<file path="config.mk">
export PLATFORM = sky130hd
export DESIGN_NAME = cmos_rgb565_capture
export DESIGN_NICKNAME = d
export VERILOG_FILES = /design/src/rtl/cmos_rgb565_capture_pkg.sv /design/src/rtl/cmos_rgb565_capture.sv
export SDC_FILE = /design/constraint.sdc
export NUM_CORES = 1
export LEC_CHECK = 0
export BUFFER_PORTS_ARGS = -buffer_cell sky130_fd_sc_hd__buf_2
export CELL_PAD_IN_SITES_DETAIL_PLACEMENT = 0
export CELL_PAD_IN_SITES_GLOBAL_PLACEMENT = 1
export CORE_UTILIZATION = 30
export CTS_CLUSTER_DIAMETER = 50
export DETAILED_ROUTE_END_ITERATION = 6
export PLACE_DENSITY = 0.53
export SETUP_SLACK_MARGIN = 0.2
export SYNTH_ARGS = -nofsm -noshare
export SYNTH_HDL_FRONTEND = slang
export SYNTH_SLANG_ARGS = --single-unit
</file>
<file path="constraint.sdc">
create_clock -name clk -period 1.7 [get_ports clk]
set_clock_uncertainty 0.15 [all_clocks]
set_input_delay 0.34 -clock clk [delete_from_list [all_inputs] [get_ports clk]]
set_output_delay 0.34 -clock clk [all_outputs]
set_load 0.02 [all_outputs]
</file>
<file path="src/rtl/cmos_rgb565_capture_pkg.sv">
// Shared video definitions for the CMOS DVP capture path: RGB565 field layout,
// default line length and sensor settle frame count.
package cmos_rgb565_capture_pkg;

  localparam int unsigned R_W                = 5;
  localparam int unsigned G_W                = 6;
  localparam int unsigned B_W                = 5;
  localparam int unsigned PIX_W              = R_W + G_W + B_W;
  localparam int unsigned LINE_CNT_W         = 12;
  localparam int unsigned DEFAULT_H_ACTIVE   = 640;
  localparam int unsigned DEFAULT_FRAME_SKIP = 10;

  typedef struct packed {
    logic [R_W-1:0] r;
    logic [G_W-1:0] g;
    logic [B_W-1:0] b;
  } rgb565_t;

  typedef enum logic {
    PH_HI = 1'b0,
    PH_LO = 1'b1
  } byte_phase_e;

endpackage

</file>
<file path="src/rtl/cmos_rgb565_capture.sv">
// DVP byte stream to RGB565 pixel capture with settle-frame skipping and
// per-line length checking.
module cmos_rgb565_capture
  import cmos_rgb565_capture_pkg::*;
#(
  parameter int unsigned FRAME_SKIP = DEFAULT_FRAME_SKIP,
  parameter int unsigned H_ACTIVE   = DEFAULT_H_ACTIVE
) (
  input  logic             clk,
  input  logic             rst,
  input  logic             cam_vsync,
  input  logic             cam_href,
  input  logic [7:0]       cam_data,
  output logic [PIX_W-1:0] rgb_data_o,
  output logic             data_en_o,
  output logic             vs_o,
  output logic             de_o,
  output logic             frame_ready,
  output logic             line_err
);

  localparam int unsigned SKIP_W = (FRAME_SKIP > 0) ? $clog2(FRAME_SKIP + 1) : 1;

  logic                  s1_vsync_q, s1_vsync_d;
  logic                  s1_href_q, s1_href_d;
  logic [7:0]            s1_data_q, s1_data_d;
  logic                  s2_vsync_q, s2_vsync_d;
  logic                  s2_href_q, s2_href_d;
  byte_phase_e           phase_q, phase_d;
  logic [7:0]            hi_byte_q, hi_byte_d;
  rgb565_t               pix_q, pix_d;
  logic                  pix_vld_q, pix_vld_d;
  logic [PIX_W-1:0]      rgb_q, rgb_d;
  logic                  data_en_q, data_en_d;
  logic                  de_q, de_d;
  logic                  ready_q, ready_d;
  logic                  line_err_q, line_err_d;
  logic [SKIP_W-1:0]     skip_cnt_q, skip_cnt_d;
  logic [LINE_CNT_W-1:0] pix_cnt_q, pix_cnt_d;
  logic                  trunc_q, trunc_d;

  logic                  vs_rise, href_rise, href_fall, vs_in_line;
  byte_phase_e           cur_phase;

  always_comb begin
    vs_rise    = s1_vsync_q & ~s2_vsync_q;
    href_rise  = s1_href_q & ~s2_href_q;
    href_fall  = ~s1_href_q & s2_href_q;
    vs_in_line = vs_rise & s1_href_q & s2_href_q;

    s1_vsync_d = cam_vsync;
    s1_href_d  = cam_href;
    s1_data_d  = cam_data;
    s2_vsync_d = s1_vsync_q;
    s2_href_d  = s1_href_q;

    phase_d    = phase_q;
    hi_byte_d  = hi_byte_q;
    pix_d      = pix_q;
    pix_vld_d  = 1'b0;
    pix_cnt_d  = pix_cnt_q;
    trunc_d    = trunc_q;
    skip_cnt_d = skip_cnt_q;
    ready_d    = ready_q;

    if (href_rise) begin
      pix_cnt_d = '0;
      trunc_d   = 1'b0;
    end

    // A frame boundary inside an active line restarts pairing on the current byte
    // and marks the line as truncated so its length is never judged.
    cur_phase = vs_in_line ? PH_HI : phase_q;
    if (vs_in_line) begin
      pix_cnt_d = '0;
      trunc_d   = 1'b1;
    end

    if (!s1_href_q) begin
      phase_d = PH_HI;
    end else if (cur_phase == PH_HI) begin
      hi_byte_d = s1_data_q;
      phase_d   = PH_LO;
    end else begin
      pix_d     = rgb565_t'({hi_byte_q, s1_data_q});
      pix_vld_d = 1'b1;
      phase_d   = PH_HI;
      if (pix_cnt_q != '1) pix_cnt_d = pix_cnt_q + 1'b1;
    end

    if (vs_rise) begin
      if (skip_cnt_q == SKIP_W'(FRAME_SKIP)) ready_d = 1'b1;
      else                                   skip_cnt_d = skip_cnt_q + 1'b1;
    end

    rgb_d      = pix_vld_q ? pix_q : rgb_q;
    data_en_d  = pix_vld_q & ready_q;
    de_d       = s1_href_q & ready_q;
    line_err_d = href_fall & ready_q & ~trunc_q &
                 (pix_cnt_q != LINE_CNT_W'(H_ACTIVE));
  end

  always_ff @(posedge clk or negedge rst) begin
    if (!rst) begin
      s1_vsync_q <= 1'b0;
      s1_href_q  <= 1'b0;
      s1_data_q  <= '0;
      s2_vsync_q <= 1'b0;
      s2_href_q  <= 1'b0;
      phase_q    <= PH_HI;
      hi_byte_q  <= '0;
      pix_q      <= '0;
      pix_vld_q  <= 1'b0;
      rgb_q      <= '0;
      data_en_q  <= 1'b0;
      de_q       <= 1'b0;
      ready_q    <= 1'b0;
      line_err_q <= 1'b0;
      skip_cnt_q <= '0;
      pix_cnt_q  <= '0;
      trunc_q    <= 1'b0;
    end else begin
      s1_vsync_q <= s1_vsync_d;
      s1_href_q  <= s1_href_d;
      s1_data_q  <= s1_data_d;
      s2_vsync_q <= s2_vsync_d;
      s2_href_q  <= s2_href_d;
      phase_q    <= phase_d;
      hi_byte_q  <= hi_byte_d;
      pix_q      <= pix_d;
      pix_vld_q  <= pix_vld_d;
      rgb_q      <= rgb_d;
      data_en_q  <= data_en_d;
      de_q       <= de_d;
      ready_q    <= ready_d;
      line_err_q <= line_err_d;
      skip_cnt_q <= skip_cnt_d;
      pix_cnt_q  <= pix_cnt_d;
      trunc_q    <= trunc_d;
    end
  end

  assign rgb_data_o  = rgb_q;
  assign data_en_o   = data_en_q;
  assign vs_o        = s2_vsync_q;
  assign de_o        = de_q;
  assign frame_ready = ready_q;
  assign line_err    = line_err_q;

endmodule

</file>
==> qor.csv, run 1 <==
stage;metric;value;unit
status;outcome;finished with violations;
status;violations;setup timing;
logic_synthesis;syn_inst;255;
sta;tns;-0.448;ns
logic_synthesis;synth_edf_count;0;
logic_synthesis;synth_async_sr_flop_share;100;%
grt;track_usage;14.2;%
sta;holdWs;0.281;ns
clock_tree;clock_latency;0.34;ns
logic_synthesis;yosys_warnings;0;
die;die_x;102;µm
setup_path;end_kind;flop;
setup_path;cp_data_arrival_time;1.91;ns
layout;drive_above_1_share;48.9;%
die;num_rows;36;
power;power_per_cell_area;1080;nW/µm²
placement;port_buffers;32;
sta;setup_violations;9;
clock_tree;htree_levels;3;
logic_synthesis;synth_top_area_cell;dfrtp_1;
die;die-area;10500;µm²
setup_path;worstSetupPathType;flop to flop;
drt;wl_per_cell;13.6;µm
worst_hold_path;hp-class;flop to flop;
logic_synthesis;synthMuxAreaShare;8.96;%
logic_synthesis;synth_seq_area_share;62.2;%
logic_synthesis;synth_top_area_share;62.2;%
logic_synthesis;synth_nets;271;
placement;place_congestion;0.772;
die;initial_core_util;30.9;%
layout;areaGrowthSynthToFinish;46.4;%
sta;hold_viol;0;
logic_synthesis;synth_top_family_by_area;simple AND/OR/NAND/NOR gates;
drt;vias_per_cell;4.55;
power;ir_worst_vdd;0.413;mV
logic_synthesis;postSynthAreaPerCell;11.8;µm²
clock_tree;cts-root-buf;clkbuf_8;
clock_tree;cts_tree;yes;
logic_synthesis;synthAdderAreaFrac;1.66;%
grt;grt_antenna_before_repair;0;
setup_path;cp_max_fo;5;
sta;fin_crit_sh;106;%
sta;period_minus_slack;1.80;ns
logic_synthesis;syn-cell-area;3020;µm²
layout;n_antenna_cell;0;
run;max_cap_violations;0;
clock_tree;cts_buffers;9;
logic_synthesis;synthTopCellsByArea;dfrtp_1 (62%), mux2_2 (9.0%), nand2_1 (7.0%);
grt;grt_overflow;0;
drt;drc;0;
layout;nNetsFinal;372;
die;ios;33;
grt;first_global_vias;2237;
power;leakagePower;2.06;nW
sta;max_freq;0.554;GHz
logic_synthesis;synthSimpleGateAreaFrac;16.2;%
logic_synthesis;synth.distinct_cells;40;
sta;rsz0062_at_grt;yes;
sta;worst_slack;-0.104;ns
die;die_h;102;µm
drt;wirelength;6710;µm
logic_synthesis;ys.flop_type;dfrtp_1;
setup_path;crit_required;1.81;ns
clock_tree;cts.sinks;75;
grt;grt_pass1_wl;11200;µm
clock_tree;clockBufferDepth;2;
drt;drtIter0Drc;68;
sta;slew_violations;0;
logic_synthesis;synth_compound_area_share;6.68;%
logic_synthesis;synth_xor_area_share;1.45;%
grt;grt_max_degree;29;
drt;via_count;2241;
placement;dp_hpwl;4450;µm
die;coreArea;9770;µm²
setup_path;start_kind;flop;
sta;max_slew_margin;74.3;%
logic_synthesis;ys_top_cells_by_count;dfrtp_1 (75), nand2_1 (56), mux2_2 (24), inv_1 (12), nand3_1 (10);
drt;drtPass1Iterations;4;
sta;worstMarginPinSlew;0.385;ns
logic_synthesis;synth_seq_cells;75;
clock_tree;path_clk_slew;0.08;ns
logic_synthesis;synthMostInstantiatedCell;dfrtp_1;
drt;antenna_left;0;
[timing repair]
action	CTS	global route
setup buffers	11	5
cloned	0	0
resized for setup	19	46
hold buffers	11	0
pin swaps	10	35
endpoints found under the hold margin	34	0
setup endpoints to repair	38	41
[cell families after synthesis]
group / Yosys count
AOI/OAI and AO/OA: 30
xor gates and xnor gates: 5
adders and majority gates: 4
buffers and inverters: 20
DFF: 75
muxes: 24
and+or+nand+nor: 97
[worst max-delay path, stage by stage, from the launching register on]
cell and delay [ns]:
dfrtp_1 0.39, buf_6 0.12, ha_4 0.16, nand3_4 0.09, buf_12 0.11, nor4_4 0.04, buf_4 0.15, or4_4 0.40
o211ai_1 0.09
[per-layer routing]
layer / track usage [%] / share of wire, %
met1: 19.3 / 49
met2: 21.1 / 46
met3: 3.21 / 2.6
met4: 7.58 / 2.2
met5: 0 / 0
[state kept, by name, indices dropped and copies added, names as in the netlist, 4 cells and up]
name / flops
hi_byte_q: 8
pix_cnt_q: 12
pix_q: 16
rgb_data_o: 16
s1_data_q: 8
skip_cnt_q: 4
[power breakdown]
group | total (mW) | internal (mW) | switching (mW)
clock network | 1.35 | 0.673 | 0.679
logic | 1.07 | 0.528 | 0.538
registers | 2.34 | 2.12 | 0.220
total | 4.76 | 3.32 | 1.44
[cell type report]
type,instances,area [µm²]
inverter,12,50.0
multi-input combinational,160,1310
clock buffer,9,124
clock inverter,6,65.1
tap,133,166
fill,952,5360
timing repair buffer,98,818
sequential,75,1880
[final timing paths]
check	startpoint	to	slack (ns)	depth (start not counted)
min reg2reg	trunc_q	line_err	0.28	1
min in group asynchronous	rst	skip_cnt_q[0]	0.33	2
max in group asynchronous	rst	pix_q[12]	0.60	3
max	pix_cnt_q[1]	pix_cnt_q[3]	-0.10	8
min	trunc_q	line_err	0.28	1
max reg2reg	pix_cnt_q[1]	pix_cnt_q[3]	-0.10	8
[cell usage in the layout, fill, tap and decap left out, types with 3 or more instances in the layout]
cell type      instances
dfrtp_1               73
nand3_2                4
o21ai_1                6
nand2_2               11
nand2_4                6
buf_12                 8
nand3_1                5
buf_6                  6
nand4_1                5
ha_1                   3
nor2_1                 3
mux2_2                16
buf_4                 42
nand3_4                3
o211ai_1               7
buf_2                 30
xnor2_1                5
clkbuf_8               9
inv_1                 10
dlygate4sd3_1         11
mux2_4                 8
nand2_1               40
[metrics by stage]
| step | area, µm² | cells | power [mW] | worst slack, ns | utilization [%] |
|---|---|---|---|---|---|
| global route | 4420 | 493 | 5.05 | -0.155 | 45.2 |
| finish | 4420 | 493 | 4.76 | -0.104 | 45.2 |
| global placement | 3730 | 451 | 3.28 | -0.0860 | 38.2 |
| floorplan | 3110 | 255 | 2.91 | -0.124 | - |
| detailed placement | 3730 | 451 | 3.29 | -0.138 | 38.2 |
| CTS | 4220 | 488 | 4.75 | -0.0831 | 43.2 |
Power figures use the tool's default switching activity.
==> run 2, diff against run 1 <==
- clock period: 1.7 -> 1.65 ns (I/O delays scaled with it)
==> run 2 against run 1 <==
The flow still finishes with violations (setup timing). Register-to-register slack got worse by 0.03 ns. Final cell count decreased by 1.0%. Final area decreased by 0.26%. Sequential share of layout area increased by 0.080 points. Routed wire length increased by 3.5%. Via count decreased by 0.45%. First-iteration DRC count increased by 54%. Die area unchanged. Fmax increased by 1.1%. Total power increased by 2.8%.
==> qor.csv, run 2 (synthesis gave the netlist of run 1 again) <==
stage;metric;value;unit
grt;first_global_vias;2313;
clock_tree;htree_levels;3;
clock_tree;cts_buffers;9;
clock_tree;clockBufferDepth;2;
setup_path;start_kind;flop;
grt;grt_overflow;0;
drt;drtPass1Iterations;4;
placement;port_buffers;32;
drt;drtIter0Drc;105;
drt;wl_per_cell;14.2;µm
die;die_x;102;µm
placement;dp_hpwl;4300;µm
worst_hold_path;hp-class;input port to async pin;
power;power_per_cell_area;1110;nW/µm²
drt;antenna_left;0;
power;seq_power_share;49.5;%
layout;nNetsFinal;367;
grt;grt_max_degree;36;
layout;final_cell_area;4400;µm²
layout;utilization;45.1;%
layout;mostFrequentLayoutCell;dfrtp_1;
power;switchingPower;1.45;mW
clock_tree;path_clk_slew;0.07;ns
grt;grt_antenna_before_repair;0;
power;leakagePower;2.03;nW
power;ir_worst_vdd;0.507;mV
drt;drc;0;
layout;areaGrowthSynthToFinish;46.0;%
layout;n_antenna_cell;0;
die;initial_core_util;30.9;%
setup_path;crit_required;1.73;ns
clock_tree;clock_latency;0.35;ns
layout;drive_above_1_share;49.6;%
setup_path;worstSetupPathType;flop to flop;
sta;worst_slack;-0.134;ns
sta;setup_violations;12;
setup_path;cp_data_arrival_time;1.86;ns
power;pwr-share-clk;27.2;%
placement;place_congestion;0.773;
power;swShare;29.7;%
grt;grt_pass1_wl;11300;µm
drt;vias_per_cell;4.57;
setup_path;slowest_delay;0.59;ns
die;die_h;102;µm
die;die-area;10500;µm²
placement;place_area;3680;µm²
clock_tree;cts_tree;yes;
sta;hold_viol;0;
setup_path;cp_max_fo;7;
setup_path;end_kind;flop;
drt;via_count;2231;
power;p_int;3.44;mW
sta;rsz0062_at_grt;yes;
grt;track_usage;14.8;%
sta;holdWs;0.232;ns
sta;max_slew_margin;72.2;%
setup_path;cpMaxStageDelayCell;or4_4;
sta;period_minus_slack;1.78;ns
sta;worstMarginPinSlew;0.407;ns
clock_tree;cts-root-buf;clkbuf_8;
die;ios;33;
die;coreArea;9770;µm²
status;outcome;finished with violations;
sta;fin_crit_sh;108;%
power;power_frac_comb;23.3;%
drt;wirelength;6940;µm
run;max_cap_violations;0;
clock_tree;cts.sinks;75;
die;num_rows;36;
sta;slew_violations;0;
setup_path;crit_chain;ha_4 > nand3_4 > or4_4 > a31oi_2 > a31oi_1;
sta;max_freq;0.561;GHz
layout;final_cell_mix;dfrtp_1 (74), buf_4 (36), nand2_1 (30), buf_2 (30), nand2_2 (19);
status;violations;setup timing;
run 2: cell count changes in the layout (fill, tap and decap cells not counted), sizes merged:
cell / change
inv: -1
buf: -5
clkinvlp: -1
clkinv: -1
clkbuf: +3
run 2: stage by stage:
stage	instances	power [mW]	setup slack [ns]	setup TNS, ns
floorplan	255	3.00	-0.174	-1.17
finish	488	4.89	-0.134	-1.02
CTS	486	4.88	-0.109	-0.795
detailed placement	447	3.38	-0.119	-0.815
global placement	447	3.36	-0.137	-0.458
global route	488	5.19	-0.198	-1.75
run 2: layer usage:
metal  vias up  part of all wire, %  track usage [%]
met5         -                    0                0
met4         0                  2.7             5.93
met3        14                  3.4             5.54
met2        36                   49             24.6
met1      1109                   45             17.4
li1       1072                    -                -
run 2: layout make-up:
cell class / count / area [µm²]
Clock buffer: 12 / 135
Clock inverter: 3 / 40.0
Fill cell: 918 / 5370
Inverter: 12 / 52.6
Multi-Input combinational cell: 160 / 1350
Sequential cell: 75 / 1880
Tap cell: 133 / 166
Timing Repair Buffer: 93 / 783
run 2: path summary, 6_finish.rpt:
| kind | startpoint | to | slack (ns) | depth (start not counted) |
|---|---|---|---|---|
| worst max register to register | pix_cnt_q[1] | pix_cnt_q[4] | -0.13 | 5 |
| min in group clk | s1_vsync_q | vs_o | 0.27 | 0 |
| worst max-delay path | pix_cnt_q[1] | pix_cnt_q[4] | -0.13 | 5 |
| max in group asynchronous | rst | pix_q[7] | 0.67 | 3 |
| worst min register to register | s1_vsync_q | vs_o | 0.27 | 0 |
| worst min-delay path | rst | rgb_data_o[6] | 0.23 | 2 |
run 2: worst max-delay path: cells and delay by family (launching register included):
family,cells,cell delay (ns)
AOI/OAI and AO/OA,2,0.24
DFF,1,0.43
and+or+nand+nor,2,0.68
adders and majority gates,1,0.17
run 2: power by group through the flow:
stage / combinational (mW) / clock (mW) / sequential, mW
CTS: 1.09 / 1.39 / 2.41
detailed placement: 0.947 / 0 / 2.43
global placement: 0.934 / 0 / 2.43
floorplan: 0.409 / 0 / 2.59
finish: 1.14 / 1.33 / 2.42
global route: 1.25 / 1.46 / 2.47
run 2: what timing repair did:
item,in CTS,in global routing
gates cloned,1,0
endpoints found under the hold margin,85,0
hold buffers,11,0
pin swaps,41,20
setup buffers,12,2
gates resized for setup,44,36
endpoints found under the setup margin,39,41
